==> src/rtl/decode_queue.sv <==
// -----------------------------------------------------------------------------
// decode_queue
//
// Decode-stage instruction queue for the MIPS pipeline. Each fetched
// instruction is decoded into the main-control bundle and a reserved-
// instruction flag as it is written. The instruction, its PC and the decode
// result are held together in a circular buffer of DEPTH entries. The oldest
// entry is presented to the ID/EX consumer. Fetch stalls and execute stalls
// are therefore independent of each other.
//
// Parameters
//   DEPTH        number of entries (power of two, >= 2)
//   PC_W         PC width
//
// Ports
//   clk          clock, all state updates on the rising edge
//   resetn       synchronous active-low reset
//   flush        synchronous queue clear (mispredict / exception)
//   in_valid     fetch offers in_instr / in_pc
//   in_ready     queue can accept (not full, not in reset)
//   in_instr     instruction word
//   in_pc        instruction PC
//   out_valid    head entry present
//   out_ready    consumer takes the head entry
//   out_instr    head instruction
//   out_pc       head PC
//   out_ctrl     {branch,jump,jal,jr,bal,aluSrc,memRead,memWrite,
//                 memToReg,regWrite,regDst} of the head, 0 when empty
//   out_invalid  head is a reserved instruction, 0 when empty
//   count        current occupancy
// -----------------------------------------------------------------------------
module decode_queue #(
   parameter int DEPTH = 4,
   parameter int PC_W  = 32
) (
   input  logic                     clk,
   input  logic                     resetn,
   input  logic                     flush,
   input  logic                     in_valid,
   output logic                     in_ready,
   input  logic [31:0]              in_instr,
   input  logic [PC_W-1:0]          in_pc,
   output logic                     out_valid,
   input  logic                     out_ready,
   output logic [31:0]              out_instr,
   output logic [PC_W-1:0]          out_pc,
   output logic [10:0]              out_ctrl,
   output logic                     out_invalid,
   output logic [$clog2(DEPTH):0]   count
);

   localparam int AW = $clog2(DEPTH);
   localparam int CW = AW + 1;
   localparam logic [CW-1:0] FULL_CNT = CW'(DEPTH);

   // Control bundle bit positions
   localparam logic [10:0] C_BRANCH   = 11'b100_0000_0000;
   localparam logic [10:0] C_JUMP     = 11'b010_0000_0000;
   localparam logic [10:0] C_JAL      = 11'b001_0000_0000;
   localparam logic [10:0] C_JR       = 11'b000_1000_0000;
   localparam logic [10:0] C_BAL      = 11'b000_0100_0000;
   localparam logic [10:0] C_ALUSRC   = 11'b000_0010_0000;
   localparam logic [10:0] C_MEMREAD  = 11'b000_0001_0000;
   localparam logic [10:0] C_MEMWRITE = 11'b000_0000_1000;
   localparam logic [10:0] C_MEMTOREG = 11'b000_0000_0100;
   localparam logic [10:0] C_REGWRITE = 11'b000_0000_0010;
   localparam logic [10:0] C_REGDST   = 11'b000_0000_0001;

   // Primary opcodes
   localparam logic [5:0] OP_SPECIAL  = 6'b000000;
   localparam logic [5:0] OP_REGIMM   = 6'b000001;
   localparam logic [5:0] OP_J        = 6'b000010;
   localparam logic [5:0] OP_JAL      = 6'b000011;
   localparam logic [5:0] OP_BEQ      = 6'b000100;
   localparam logic [5:0] OP_BNE      = 6'b000101;
   localparam logic [5:0] OP_BLEZ     = 6'b000110;
   localparam logic [5:0] OP_BGTZ     = 6'b000111;
   localparam logic [5:0] OP_ADDI     = 6'b001000;
   localparam logic [5:0] OP_ADDIU    = 6'b001001;
   localparam logic [5:0] OP_SLTI     = 6'b001010;
   localparam logic [5:0] OP_SLTIU    = 6'b001011;
   localparam logic [5:0] OP_ANDI     = 6'b001100;
   localparam logic [5:0] OP_ORI      = 6'b001101;
   localparam logic [5:0] OP_XORI     = 6'b001110;
   localparam logic [5:0] OP_LUI      = 6'b001111;
   localparam logic [5:0] OP_COP0     = 6'b010000;
   localparam logic [5:0] OP_SPECIAL2 = 6'b011100;
   localparam logic [5:0] OP_LB       = 6'b100000;
   localparam logic [5:0] OP_LH       = 6'b100001;
   localparam logic [5:0] OP_LW       = 6'b100011;
   localparam logic [5:0] OP_LBU      = 6'b100100;
   localparam logic [5:0] OP_LHU      = 6'b100101;
   localparam logic [5:0] OP_SB       = 6'b101000;
   localparam logic [5:0] OP_SH       = 6'b101001;
   localparam logic [5:0] OP_SW       = 6'b101011;

   // SPECIAL function codes
   localparam logic [5:0] F_SLL     = 6'h00;
   localparam logic [5:0] F_SRL     = 6'h02;
   localparam logic [5:0] F_SRA     = 6'h03;
   localparam logic [5:0] F_SLLV    = 6'h04;
   localparam logic [5:0] F_SRLV    = 6'h06;
   localparam logic [5:0] F_SRAV    = 6'h07;
   localparam logic [5:0] F_JR      = 6'h08;
   localparam logic [5:0] F_JALR    = 6'h09;
   localparam logic [5:0] F_SYSCALL = 6'h0C;
   localparam logic [5:0] F_BREAK   = 6'h0D;
   localparam logic [5:0] F_MFHI    = 6'h10;
   localparam logic [5:0] F_MTHI    = 6'h11;
   localparam logic [5:0] F_MFLO    = 6'h12;
   localparam logic [5:0] F_MTLO    = 6'h13;
   localparam logic [5:0] F_MULT    = 6'h18;
   localparam logic [5:0] F_MULTU   = 6'h19;
   localparam logic [5:0] F_DIV     = 6'h1A;
   localparam logic [5:0] F_DIVU    = 6'h1B;
   localparam logic [5:0] F_ADD     = 6'h20;
   localparam logic [5:0] F_ADDU    = 6'h21;
   localparam logic [5:0] F_SUB     = 6'h22;
   localparam logic [5:0] F_SUBU    = 6'h23;
   localparam logic [5:0] F_AND     = 6'h24;
   localparam logic [5:0] F_OR      = 6'h25;
   localparam logic [5:0] F_XOR     = 6'h26;
   localparam logic [5:0] F_NOR     = 6'h27;
   localparam logic [5:0] F_SLT     = 6'h2A;
   localparam logic [5:0] F_SLTU    = 6'h2B;

   // REGIMM rt codes and COP0 rs codes
   localparam logic [4:0] RT_BLTZ   = 5'b00000;
   localparam logic [4:0] RT_BGEZ   = 5'b00001;
   localparam logic [4:0] RT_BLTZAL = 5'b10000;
   localparam logic [4:0] RT_BGEZAL = 5'b10001;
   localparam logic [4:0] RS_MFC0   = 5'b00000;
   localparam logic [4:0] RS_MTC0   = 5'b00100;

   localparam logic [31:0] ERET = 32'h4200_0018;

   // Returns {invalid, ctrl[10:0]} for one instruction word.
   function automatic logic [11:0] decode(input logic [31:0] instr);
      logic [5:0]  op;
      logic [5:0]  fn;
      logic [4:0]  rs;
      logic [4:0]  rt;
      logic [10:0] c;
      logic        inv;
      op  = instr[31:26];
      rs  = instr[25:21];
      rt  = instr[20:16];
      fn  = instr[5:0];
      c   = '0;
      inv = 1'b0;
      case (op)
         OP_SPECIAL: begin
            case (fn)
               F_AND, F_OR, F_XOR, F_NOR, F_SLL, F_SRL, F_SRA, F_SLLV,
               F_SRLV, F_SRAV, F_MFHI, F_MFLO, F_ADD, F_ADDU, F_SUB,
               F_SUBU, F_SLT, F_SLTU:
                  c = C_REGWRITE | C_REGDST;
               F_MTHI, F_MTLO, F_MULT, F_MULTU, F_DIV, F_DIVU, F_BREAK,
               F_SYSCALL:
                  c = '0;
               F_JR:    c = C_JUMP | C_JR;
               F_JALR:  c = C_JR | C_REGWRITE | C_REGDST;
               default: inv = 1'b1;
            endcase
         end
         OP_ANDI, OP_ORI, OP_XORI, OP_LUI, OP_ADDI, OP_ADDIU, OP_SLTI,
         OP_SLTIU:
            c = C_ALUSRC | C_REGWRITE;
         OP_J:   c = C_JUMP;
         OP_JAL: c = C_JAL | C_REGWRITE;
         OP_BEQ, OP_BNE, OP_BGTZ, OP_BLEZ:
            c = C_BRANCH;
         OP_REGIMM: begin
            case (rt)
               RT_BLTZ, RT_BGEZ:     c = C_BRANCH;
               RT_BLTZAL, RT_BGEZAL: c = C_BRANCH | C_BAL | C_REGWRITE;
               default:              inv = 1'b1;
            endcase
         end
         OP_LB, OP_LBU, OP_LH, OP_LHU, OP_LW:
            c = C_ALUSRC | C_MEMREAD | C_MEMTOREG | C_REGWRITE;
         OP_SB, OP_SH, OP_SW:
            c = C_ALUSRC | C_MEMWRITE;
         OP_COP0: begin
            case (rs)
               RS_MTC0: c = '0;
               RS_MFC0: c = C_REGWRITE;
               // eret is the only other COP0 form this core supports
               default: inv = (instr != ERET);
            endcase
         end
         OP_SPECIAL2: c = C_REGWRITE | C_REGDST;
         default:     inv = 1'b1;
      endcase
      return {inv, c};
   endfunction

   logic [AW-1:0] wr_ptr;
   logic [AW-1:0] rd_ptr;
   logic [CW-1:0] cnt;
   logic          full;
   logic          push;
   logic          pop;
   logic [11:0]   dec_p0;

   logic [31:0]     ent_instr_p1 [DEPTH];
   logic [PC_W-1:0] ent_pc_p1    [DEPTH];
   logic [10:0]     ent_ctrl_p1  [DEPTH];
   logic            ent_inv_p1   [DEPTH];

   // ---- stage 0: handshake and decode of the offered instruction ----
   assign full     = (cnt == FULL_CNT);
   // No full-bypass: a full queue refuses input even while it is draining.
   assign in_ready = !full && resetn;
   assign out_valid = (cnt != '0);
   assign push     = in_valid && in_ready && !flush;
   assign pop      = out_valid && out_ready && !flush;
   assign dec_p0   = decode(in_instr);

   // ---- stage 1: entry storage (data path, not reset) ----
   always_ff @(posedge clk) begin
      if (push) begin
         ent_instr_p1[wr_ptr] <= in_instr;
         ent_pc_p1[wr_ptr]    <= in_pc;
         ent_ctrl_p1[wr_ptr]  <= dec_p0[10:0];
         ent_inv_p1[wr_ptr]   <= dec_p0[11];
      end
   end

   // Pointers and occupancy
   always_ff @(posedge clk) begin
      if (!resetn || flush) begin
         wr_ptr <= '0;
         rd_ptr <= '0;
         cnt    <= '0;
      end else begin
         if (push) wr_ptr <= wr_ptr + 1'b1;
         if (pop)  rd_ptr <= rd_ptr + 1'b1;
         case ({push, pop})
            2'b10:   cnt <= cnt + 1'b1;
            2'b01:   cnt <= cnt - 1'b1;
            default: cnt <= cnt;
         endcase
      end
   end

   // ---- head presentation, decode fields gated when empty ----
   assign out_instr   = ent_instr_p1[rd_ptr];
   assign out_pc      = ent_pc_p1[rd_ptr];
   assign out_ctrl    = out_valid ? ent_ctrl_p1[rd_ptr] : '0;
   assign out_invalid = out_valid && ent_inv_p1[rd_ptr];
   assign count       = cnt;

endmodule

==> config.mk <==
export PLATFORM = sky130hd
export DESIGN_NAME = decode_queue
export DESIGN_NICKNAME = d
export VERILOG_FILES = /design/src/rtl/decode_queue.sv
export SDC_FILE = /design/constraint.sdc
export NUM_CORES = 1
export LEC_CHECK = 0
export BUFFER_PORTS_ARGS = -buffer_cell sky130_fd_sc_hd__buf_2
export CORE_MARGIN = 2
export CORE_UTILIZATION = 55
export CTS_CLUSTER_DIAMETER = 200
export DETAILED_ROUTE_END_ITERATION = 8
export PLACE_DENSITY_LB_ADDON = 0.25
export SETUP_SLACK_MARGIN = 0.5
export SLEW_MARGIN = 40
export SYNTH_ARGS = -nofsm -noshare
export SYNTH_HDL_FRONTEND = slang
export SYNTH_SLANG_ARGS = --single-unit
==> constraint.sdc <==
create_clock -name clk -period 6 [get_ports clk]
set_input_delay 0.3 -clock clk [delete_from_list [all_inputs] [get_ports clk]]
set_output_delay 0.3 -clock clk [all_outputs]
set_load 0.1 [all_outputs]
==> impl_metrics.csv, run 1 <==
group,metric,value,unit
logic_synthesis,yosysMostFrequentCell,"edfxtp_1",
logic_synthesis,ys_top_cells_by_area,"edfxtp_1 (76%), mux4_2 (14%), dfxtp_1 (1.5%)",
setup_path,cpLargestDelayFamily,"buffers and inverters",
power_and_ir_drop,p_leak,0.00484,uW
drt,first_pass_iters,5,
timing,worstMarginPinSlew,0.873,ns
clock_network,worstSkewPairLatency,0.54,ns
clock_network,cts.sinks,309,
floorplanning,start_util,56.4,%
run_status,outcome,"finished clean",
logic_synthesis,synthesis.area,11900,um^2
drt,ant_nets,0,
drt,drt_iter0_markers,405,
worst_hold_path,hold_path.class,"in2reg",
setup_path,cp_max_fo,25,
placed_design,hpwl,14.0,mm
floorplanning,die_w,151,um
grt,grt_pass1_vias,6399,
timing,rsz0062_at_grt,"no",
drt,wl_per_cell,21.2,um
drt,drt_wl_total,22.5,mm
clock_network,cts-root-buf,"clkbuf_16",
timing,maxSlewViolCount,0,
floorplanning,dieArea,22800,um^2
drt,via_per_inst,5.72,
grt,grt_max_degree,35,
timing,hold_slack,0.0213,ns
cells_and_area,nets,837,
floorplanning,die_h,151,um
setup_path,endpoint_kind,"output port",
timing,max_slew_margin,41.2,%
grt,busiest_layer,"met2",
power_and_ir_drop,vdd.ir_drop.worst,0.382,mV
cells_and_area,synthToLayoutAreaGrowth,21.9,%
timing,final_hold_viol_count,0,
timing,timing.final.crit_period,3.07,ns
timing,setup_viol,0,
drt,num_vias,6074,
placed_design,globalplace.congestion,0.749,
clock_network,cts.repair.resized,0,
clock_network,clockBufferDepth,3,
grt,grt_antenna_before_repair,3,
grt,use_met3,4.46,%
clock_network,clkTransAtPathRegs,0.06,ns
logic_synthesis,synthesis.instances,542,
placed_design,portBuffers,149,
drt,drc,0,
logic_synthesis,yosysTopAreaCellShare,75.8,%
grt,use_met1,26.3,%
setup_path,crit_chain,"buf_12 > buf_4 > mux4_2 > and2_1 > buf_2",
power_and_ir_drop,power_density,305,nW/um^2
grt,grt_util_all_layers,20.3,%
floorplanning,num_rows,53,
timing,post-route-period-util,51.2,%
clock_network,cts_tree,"yes",
setup_path,cp-start-kind,"register",
logic_synthesis,ys_warn_count,0,
grt,grt-ovfl-total,0,
logic_synthesis,ys_types,47,
logic_synthesis,yosys.area.top_type,"edfxtp_1",
timing,fmax,326,MHz
logic_synthesis,ys.flop_type,"edfxtp_1",
setup_path,cp_data_arrival_time,2.77,ns
timing,fin_skew,0.0122,ns
setup_path,cp_num_buf_inv,3,
logic_synthesis,syn_nets,617,
grt,grt_first_pass_wirelength,34.8,mm
timing,tns,0,ns
logic_synthesis,synth_edf_count,300,
cells_and_area,fin_util,68.7,%
clock_network,htreeDepth,1,
floorplanning,io_pins,150,
setup_path,crit_type,"reg2out",
logic_synthesis,synth_top_cells_by_count,"edfxtp_1 (300), mux4_2 (75), nor2_1 (19), and2_1 (16), nand2_1 (12)",
cells_and_area,drive_above_1_share,36.7,%
logic_synthesis,avgSynthCellArea,21.9,um^2
logic_synthesis,ys_seq_elements,309,
logic_synthesis,synthArstFlopShare,0,%
floorplanning,core_area,21100,um^2
setup_path,critical-path-max-stage-delay,0.56,ns
logic_synthesis,synth.yosys.seq_area_share,77.3,%
run,maxCapViolCount,0,
grt,grt_use_met2,35.3,%
clock_network,cts_buffers,31,
setup_path,cp_slowest_cell,"mux4_2",
power_and_ir_drop,p_total,4420,uW
setup_path,cp.required,5.70,ns
-- metrics by stage --
stage	cells	worst slack, ns	instance area [um^2]
floorplan	542	2.14	11900
detailed placement	954	3.41	13100
global route	1058	2.73	14500
global placement	942	2.95	12800
finish	1061	2.93	14500
CTS	1058	2.82	14500
-- cells by family (layout without fill, tap and decap cells) --
group | count (synthesis) | in the layout | share of synthesized area (%)
compound gates | 27 | 27 | 1.59
xor+xnor | 5 | 5 | 0.368
fa+ha+maj | 6 | 6 | 0.695
buf+inv | 35 | 276 | 1.87
flops | 309 | 309 | 77.3
mux | 75 | 75 | 14.2
other cells | 0 | 3 | 0
simple gates | 85 | 85 | 3.95
-- sequential cells by signal, indices dropped and copies added (netlist names), named ones only --
signal	flops
ent_pc_p1	128
count	3
wr_ptr	2
ent_instr_p1	128
ent_ctrl_p1	40
rd_ptr	2
ent_inv_p1	4
-- cells in the final DEF, fill, tap and decap left out, types with 9 or more instances in the layout --
master	instances
buf_2	149
and2_1	12
nor2_1	19
clkbuf_16	31
buf_12	12
dlygate4sd3_1	50
inv_1	10
mux4_2	75
edfxtp_1	300
clkinv_1	9
nand2_1	12
-- repair_timing --
item | CTS | global route
hold buffers | 50 | 0
buffers inserted | 0 | 0
endpoints found under the hold margin | 197 | 0
-- cell type report --
type	count	area [um^2]
Timing Repair Buffer	212	1490
Tap cell	275	344
Sequential cell	309	9200
Fill cell	1301	6600
Clock inverter	17	128
Multi-Input combinational cell	198	2480
Clock buffer	37	798
Inverter	10	37.5
Antenna cell	3	7.51
-- report_power, final --
| group | switching, uW | leakage [uW] | internal [uW] | total (uW) |
|---|---|---|---|---|
| Combinational | 191 | 0.00160 | 77.6 | 269 |
| Sequential | 5.52 | 0.00279 | 2390 | 2390 |
| Clock | 741 | 0.000456 | 1020 | 1760 |
-- metal layers --
layer | share of wire [%] | routed length, um
met1 | 40 | 8940
met3 | 6.8 | 1540
met5 | 0 | 0
met2 | 52 | 11600
met4 | 1.8 | 398
-- final timing paths --
check | end | cells after the start | slack [ns] | start
setup / recovery | out_ctrl[6] | 5 | 2.93 | register
hold / removal | ent_instr_p1[0][21] | 1 | 0.02 | in_instr[21]
hold reg to reg | count[2] | 2 | 0.52 | count[2]
setup reg to reg | count[2] | 9 | 3.59 | count[0]
Power figures use the tool's default switching activity.
==> run 2: changes to the inputs <==
--- a/config.mk
+++ b/config.mk
@@ -7,7 +7,7 @@
 export LEC_CHECK = 0
 export BUFFER_PORTS_ARGS = -buffer_cell sky130_fd_sc_hd__buf_2
 export CORE_MARGIN = 2
-export CORE_UTILIZATION = 55
+export CORE_UTILIZATION = 52
 export CTS_CLUSTER_DIAMETER = 200
 export DETAILED_ROUTE_END_ITERATION = 8
 export PLACE_DENSITY_LB_ADDON = 0.25
==> constraint.sdc (replaced) <==
create_clock -name clk -period 2.6 [get_ports clk]
set_input_delay 0.13 -clock clk [delete_from_list [all_inputs] [get_ports clk]]
set_output_delay 0.13 -clock clk [all_outputs]
set_load 0.1 [all_outputs]
==> impl_metrics.csv, run 2 (synthesized netlist as in run 1, its figures left out) <==
group,metric,value,unit
drt,drt_wl_total,24.9,mm
drt,wl_per_cell,22.2,um
floorplanning,dieArea,24100,um^2
placed_design,portBuffers,149,
timing,rsz0062_at_grt,"yes",
cells_and_area,fin_util,70.0,%
clock_network,cts_tree,"yes",
grt,grt_pass1_vias,6827,
timing,post-route-period-util,83.9,%
timing,max_slew_margin,51.5,%
floorplanning,io_pins,150,
cells_and_area,final_area,15800,um^2
placed_design,globalplace.congestion,0.809,
power_and_ir_drop,vdd.ir_drop.worst,0.504,mV
floorplanning,die_h,155,um
floorplanning,num_rows,55,
worst_hold_path,hold_start,"resetn",
clock_network,cts_buffers,31,
run_status,outcome,"finished clean",
cells_and_area,diodes,0,
timing,fmax,458,MHz
clock_network,cts.sinks,309,
grt,grt_antenna_before_repair,0,
drt,num_vias,6347,
clock_network,cts-root-buf,"clkbuf_16",
setup_path,cp_data_arrival_time,2.05,ns
clock_network,clockBufferDepth,3,
cells_and_area,layout_commonest_cell,"edfxtp_1",
setup_path,reg2reg_depth,9,
cells_and_area,reg_top3,"ent_instr_p1 x128, ent_pc_p1 x128, ent_ctrl_p1 x40",
cells_and_area,final_cell_mix,"edfxtp_1 (300), mux4_2 (75), buf_2 (73)",
setup_path,crit_top_cell,"buf_12",
timing,fin_skew,0.0106,ns
timing,maxSlewViolCount,0,
setup_path,crit_chain,"buf_12 > buf_12 > buf_16 > mux4_2 > buf_12",
setup_path,cp_slowest_cell,"mux4_2",
placed_design,placed_area,13100,um^2
worst_hold_path,hold_path.class,"in2reg",
drt,first_pass_iters,4,
clock_network,worstSkewPairLatency,0.55,ns
setup_path,endpoint_kind,"output port",
grt,grt_first_pass_wirelength,37.8,mm
timing,tns,0,ns
timing,worstMarginPinSlew,0.726,ns
timing,layout_setup_ws,0.419,ns
drt,drc,0,
timing,setup_viol,0,
clock_network,clkTransAtPathRegs,0.06,ns
drt,via_per_inst,5.67,
run,maxCapViolCount,0,
worst_hold_path,min_to,"count[0]",
cells_and_area,synthToLayoutAreaGrowth,33.0,%
setup_path,cp_max_fo,7,
setup_path,cpLargestDelayFamily,"buffers and inverters",
grt,grt-ovfl-total,0,
power_and_ir_drop,p_leak,0.00535,uW
floorplanning,die_w,155,um
setup_path,r2r_slack,0.54,ns
setup_path,critical-path-max-stage-delay,0.55,ns
setup_path,cp.required,2.47,ns
power_and_ir_drop,power_density,643,nW/um^2
floorplanning,start_util,52.7,%
setup_path,cp-start-kind,"register",
cells_and_area,drive_above_1_share,41.9,%
drt,drt_iter0_markers,517,
setup_path,timing.rr.end,"count[2]",
timing,final_hold_viol_count,0,
grt,grt_max_degree,44,
worst_hold_path,whs_path_depth,3,
timing,timing.final.crit_period,2.18,ns
placed_design,hpwl,14.1,mm
setup_path,cp_num_buf_inv,4,
setup_path,crit_type,"reg2out",
setup_path,timing.rr.start,"count[1]",
grt,grt_util_all_layers,20.6,%
drt,ant_nets,0,
floorplanning,core_area,22600,um^2
cells_and_area,nets,888,
placed_design,pre_cts_ws,0.547,ns
clock_network,htreeDepth,1,
[run 2: metrics by stage]
stage,hold slack [ns],total power (uW),std cells
floorplan,0.229,6020,542
global placement,0.338,6160,969
detailed placement,0.347,6180,969
CTS,0.0189,10200,1107
global route,0.106,10500,1120
finish,0.0874,10200,1120
[run 2: final cells by class]
class / count / area, um^2
Timing Repair Buffer: 263 / 2730
Fill cell: 1368 / 6760
Tap cell: 285 / 357
Clock buffer: 38 / 802
Inverter: 10 / 42.5
Sequential cell: 309 / 9210
Multi-Input combinational cell: 198 / 2580
Clock inverter: 17 / 88.8
[run 2: worst max-delay path by stage]
stage	startpoint	slack, ns	end	depth (start not counted)
after floorplan	count[2]	0.51	count[2]	9
after global placement	register	0.62	out_instr[3]	3
after detailed placement	count[2]	0.55	count[2]	9
after CTS	register	0.38	out_instr[19]	5
after global routing	register	0.34	out_instr[19]	5
final	register	0.42	out_instr[19]	5
[run 2: report_power, final]
group	leakage, uW	switching (uW)	internal [uW]
Clock	0.000435	1740	2180
Combinational	0.00212	467	260
Sequential	0.00279	12.1	5500
[run 2: per-layer routing]
metal	part of all wire, %	vias to the layer above	track usage [%]
met5	0	-	0
met4	1.9	0	5.02
met3	5.2	39	4.07
met2	51	206	35.6
met1	41	3304	27.6
li1	-	2798	-
[run 2: worst min-delay path, delay by kind of cell]
| kind | cells | cell delay (ns) |
|---|---|---|
| buffers and inverters | 1 | 0.09 |
| AND/OR/NAND/NOR | 2 | 0.39 |
[run 2: what timing repair did]
item                                   in CTS  in global routing
cloned                                      4                  2
endpoints found under the hold margin     262                  0
buffers inserted                           13                 11
pin swaps                                   2                  8
setup endpoints to repair                  76                 76
gates resized for setup                   203                 20
hold buffers                               66                  0
